## config.mk

```make
export PLATFORM = sky130hd
export DESIGN_NAME = eco_sweep_ctrl
export DESIGN_NICKNAME = d
export VERILOG_FILES = /design/src/rtl/eco_sweep_ctrl.sv
export SDC_FILE = /design/constraint.sdc
export NUM_CORES = 1
export LEC_CHECK = 0
export CAP_MARGIN = 40
export CORE_MARGIN = 2
export CORE_UTILIZATION = 50
export CTS_BUF_LIST = sky130_fd_sc_hd__clkbuf_8
export CTS_CLUSTER_SIZE = 30
export DETAILED_ROUTE_END_ITERATION = 8
export PLACE_DENSITY = 0.82
export SLEW_MARGIN = 20
export SYNTH_ARGS = -nofsm -noshare
export SYNTH_HDL_FRONTEND = slang
export SYNTH_SLANG_ARGS = --single-unit
```

## constraint.sdc

```tcl
create_clock -name clk -period 5 [get_ports clk]
set_input_delay 1 -clock clk [delete_from_list [all_inputs] [get_ports clk]]
set_output_delay 1 -clock clk [all_outputs]
set_load 0.02 [all_outputs]
```

## src/rtl/eco_sweep_ctrl.sv

```systemverilog
// Exhaustive {b,a} sweep comparing a patched netlist against its golden twin.
// Optional ECO_SWEEP_STOP_ON_FAIL_EN ends the sweep at the first mismatch.
module eco_sweep_ctrl #(
    parameter int DW     = 4,
    parameter int SETTLE = 1
) (
    input  logic            clk,
    input  logic            rst_n,
    input  logic            start,
    output logic [DW-1:0]   a_out,
    output logic [DW-1:0]   b_out,
    input  logic [DW-1:0]   y_impl,
    input  logic [DW-1:0]   y_gold,
    output logic            busy,
    output logic            done,
    output logic            pass,
    output logic [2*DW:0]   mismatch_cnt,
    output logic [2*DW-1:0] first_fail_vec,
    output logic [DW-1:0]   first_fail_xor
);

    localparam int VW = 2 * DW;
    localparam int MW = 2 * DW + 1;
    localparam int CW = (SETTLE < 1) ? 1 : $clog2(SETTLE + 1);

    localparam logic [1:0] S_IDLE   = 2'd0;
    localparam logic [1:0] S_SETTLE = 2'd1;
    localparam logic [1:0] S_SAMPLE = 2'd2;
    localparam logic [1:0] S_DONE   = 2'd3;
    // State entered after driving a new vector.
    localparam logic [1:0] S_RUN = (SETTLE > 0) ? S_SETTLE : S_SAMPLE;

    logic [1:0]    state_q, state_d;
    logic [VW-1:0] vec_q, vec_d;
    logic [CW-1:0] cnt_q, cnt_d;
    logic [MW-1:0] mcnt_q, mcnt_d;
    logic [VW-1:0] ffv_q, ffv_d;
    logic [DW-1:0] ffx_q, ffx_d;
    logic          pass_q, pass_d;

    logic mism;
    logic last;
    logic end_now;

    assign mism = (y_impl != y_gold);
    assign last = &vec_q;
`ifdef ECO_SWEEP_STOP_ON_FAIL_EN
    assign end_now = last | mism;
`else
    assign end_now = last;
`endif

    always_comb begin
        state_d = state_q;
        vec_d   = vec_q;
        cnt_d   = cnt_q;
        mcnt_d  = mcnt_q;
        ffv_d   = ffv_q;
        ffx_d   = ffx_q;
        pass_d  = pass_q;
        unique case (state_q)
            S_IDLE: begin
                if (start) begin
                    vec_d   = '0;
                    mcnt_d  = '0;
                    ffv_d   = '0;
                    ffx_d   = '0;
                    pass_d  = 1'b0;
                    cnt_d   = CW'(SETTLE);
                    state_d = S_RUN;
                end
            end
            S_SETTLE: begin
                if (cnt_q <= CW'(1)) begin
                    state_d = S_SAMPLE;
                end else begin
                    cnt_d = cnt_q - CW'(1);
                end
            end
            S_SAMPLE: begin
                if (mism) begin
                    mcnt_d = mcnt_q + MW'(1);
                    if (mcnt_q == '0) begin
                        ffv_d = vec_q;
                        ffx_d = y_impl ^ y_gold;
                    end
                end
                if (end_now) begin
                    state_d = S_DONE;
                end else begin
                    vec_d   = vec_q + VW'(1);
                    cnt_d   = CW'(SETTLE);
                    state_d = S_RUN;
                end
            end
            S_DONE: begin
                pass_d  = (mcnt_q == '0);
                state_d = S_IDLE;
            end
            default: state_d = S_IDLE;
        endcase
    end

    always_ff @(posedge clk or negedge rst_n) begin
        if (!rst_n) begin
            state_q <= S_IDLE;
            vec_q   <= '0;
            cnt_q   <= '0;
            mcnt_q  <= '0;
            ffv_q   <= '0;
            ffx_q   <= '0;
            pass_q  <= 1'b0;
        end else begin
            state_q <= state_d;
            vec_q   <= vec_d;
            cnt_q   <= cnt_d;
            mcnt_q  <= mcnt_d;
            ffv_q   <= ffv_d;
            ffx_q   <= ffx_d;
            pass_q  <= pass_d;
        end
    end

    assign a_out          = vec_q[DW-1:0];
    assign b_out          = vec_q[VW-1:DW];
    assign busy           = (state_q != S_IDLE);
    assign done           = (state_q == S_DONE);
    assign pass           = pass_q;
    assign mismatch_cnt   = mcnt_q;
    assign first_fail_vec = ffv_q;
    assign first_fail_xor = ffx_q;

endmodule

```

==> metrics <==
Max Root-Sink Buffers=2; post-synthesis sequential area ratio=between 40% and 50%; CTS sink cnt=32; met1 Use GR=34.0%; DRC=0; fin crit period=2830 ps; clk_lat worst skew=approximately 290 ps; Worst EP required=5220 ps; # rows=20; number of library cell types mapped by synthesis=38; peak supply drop=0.304 mV; routability congestion estimate=between 0.8 and 0.9; RSZ-0062 raised after global routing=no; Final HPWL DP=2.77 mm; Ant. Diodes=0; met3 GRT Util=under 10%; worst hold margin=between 500 and 600 ps; Worst Setup End Kind=flip-flop; CTS clk-pin slew, worst paths=approximately 60 ps; worst-path cell chain=clkdlybuf4s50_1, o21bai_1, inv_1, nand2_1, a32o_1; vias per cell=~6; hold buffer count at cts=0; global-route wire length before repair=a little under 7 mm; Sw Share=a little over two fifths; setup TNS=0 ps; Final Max Tran Viols=0; critical-path maximum fanout=12; setup repair bufs after CTS=0; critical path start-end classification=in2reg; period utilization=56.6%; outcome=finished clean; average size of a mapped cell=approximately 11 sq um; final setup fails=0; H-tree depth=2; slew at the pin closest to its max-slew limit=~740 ps; layout cells sized above 1=approximately an eighth; max-cap violations=0; Max Freq=about 350 MHz; DRT Pass-1 Iters=4; global routing's busiest layer=met2; CP max-delay cell=o21bai_1; max incr delay on CP=about 600 ps; Tot GR Track Use=about a quarter; cells after synthesis=151; Pint=slightly below 0.7 mW; Pwr Total=1.18 mW; full die area=between 0.003 and 0.004 sq mm; CTS Buf Count=5; register area=~800 sq um; post-synthesis instance area=0.00164 sq mm; number of I/O port buffers=42; vias in the first global route=~1.4k; Multi-input gate area=774 sq um; leakage=0.909 nW; top cell family by delay on the critical path=compound AO/OA/AOI/OAI gates; Post-CTS Resized=0; WL final=approximately 4.1 mm; Critical Path AT=slightly above 3000 ps; met2 Use GR=just under 40%; Die Y=61.3 um; Worst Hold Class=reg2reg; placed inst area=roughly 0.0021 sq mm; TritonCTS clock tree=built; Top FF cell, synth=dfrtp_1; syn_nets=around 170; Worst Clk Skew=around 6.5 ps; number of flops mapped to enable cells by yosys=0; initial antenna violation count=0; Flop pwr share=about a third; Ys Warns=0; DR vias=around 1.5k; I/O Pins=43; die width=61.3 um; CP bufs+invs=2; Overflow after GRT=0; initial drt markers=79; final net count=210; WL/cell=about 17 um; Final Hold Fails=0; fin area=0.00219 sq mm; core area=0.00308 sq mm; Comb power frac=around half; PnR worst setup slack=roughly 2200 ps; largest net degree at the start of global routing=33; Rel. slew slack=approximately 50%; pre-CTS setup slack=~1900 ps; Fill cells=225; Pwr Density=538 mW/mm^2; post-route ant nets=0; Initial Util=53.3%; switching pwr=a little under 0.5 mW; Clock Root Buffer=clkbuf_8; CP startpoint kind=input pin; Clock Power Share=17.2%; Area growth, synth to finish=33.5%; Post-synth ARST share=between 90% and 100%; flops & latches, synth=32
-- logic make-up after synthesis --
family | Yosys count | synth area share [%]
fa+ha+maj | 3 | 2.29
buf+inv | 14 | 3.89
simple gates | 45 | 15.8
xor+xnor | 4 | 3.97
compound gates | 53 | 25.2
flops | 32 | 48.9
-- power by group through the flow --
| stage | combinational (mW) | clock (mW) | sequential [mW] |
|---|---|---|---|
| after floorplan | 0.300 | 0 | 0.460 |
| after global placement | 0.545 | 0 | 0.400 |
| after detailed placement | 0.569 | 0 | 0.405 |
| after CTS | 0.573 | 0.203 | 0.402 |
| after global routing | 0.624 | 0.215 | 0.416 |
| final | 0.572 | 0.203 | 0.403 |
-- cells in the final DEF (no fill, tap or decap), types with 3 or more instances in the layout --
cell type	instances
clkbuf_8	6
a31o_2	3
a41oi_1	4
nor2_1	4
dfrtp_1	32
nor4_1	3
a32o_1	13
nand3_1	8
nand4_1	3
a21oi_1	11
and3_1	3
nand2b_1	3
ha_1	3
nand2_1	10
o21ai_0	6
xor2_2	4
inv_1	8
clkdlybuf4s50_1	42
-- cells in the mapped netlist, types with 4 or more instances --
library cell	instances	area share, %
a21oi_1	11	3.4
a32o_1	13	7.9
a41oi_1	4	2.1
clkbuf_1	4	0.92
dfrtp_1	32	49
inv_1	6	1.4
nand2_1	10	2.3
nand3_1	8	2.4
nor2_1	4	0.92
o21ai_0	6	1.8
xor2_2	4	4.0
-- registers in the layout (all words and copies together) (netlist names) --
register,cells
first_fail_vec,8
first_fail_xor,4
mismatch_cnt,9
pass,1
state_q,2
vec_q,8
-- final cells by class --
cell class / count / share of cell area (%)
inverter: 6 / 1.03
timing repair buffer: 46 / 20.4
sequential: 32 / 36.6
clock inverter: 2 / 0.343
multi-input combinational: 105 / 35.4
tap: 44 / 2.52
clock buffer: 6 / 3.77
-- worst paths after layout --
path,startpoint,end,slack [ps],cells past startpoint
worst max register to register,state_q[1]$_DFFE_PN0P_,first_fail_vec[6]$_DFFE_PN0P_,2860,4
worst max-delay path,start,first_fail_vec[6]$_DFFE_PN0P_,2170,5
worst min-delay path,first_fail_vec[1]$_DFFE_PN0P_,first_fail_vec[1]$_DFFE_PN0P_,530,1
min in group asynchronous,rst_n,mismatch_cnt[0]$_DFFE_PN0P_,1100,2
max in group asynchronous,rst_n,first_fail_vec[7]$_DFFE_PN0P_,3590,2
worst min register to register,first_fail_vec[1]$_DFFE_PN0P_,first_fail_vec[1]$_DFFE_PN0P_,530,1
-- through the flow --
| step | util, % | cells |
|---|---|---|
| final | 71.1 | 241 |
| after global routing | 71.1 | 241 |
| after CTS | 70.9 | 240 |
| after detailed placement | 68.0 | 232 |
| after global placement | 67.6 | 230 |
| after floorplan | - | 151 |
-- layer usage --
metal	vias to the layer above	part of all wire [%]
li1	675	-
met1	731	45
met2	42	48
met3	5	5.4
met4	0	1.1
met5	-	0
-- worst register-to-register path: cells and delay by family, from the launching register on --
| kind | cells | cell delay [ps] |
|---|---|---|
| and+or+nand+nor | 1 | 420 |
| AOI/OAI and AO/OA | 2 | 860 |
| DFF | 1 | 430 |
| buffers and inverters | 1 | 370 |
(Power assumes the default switching activity.)
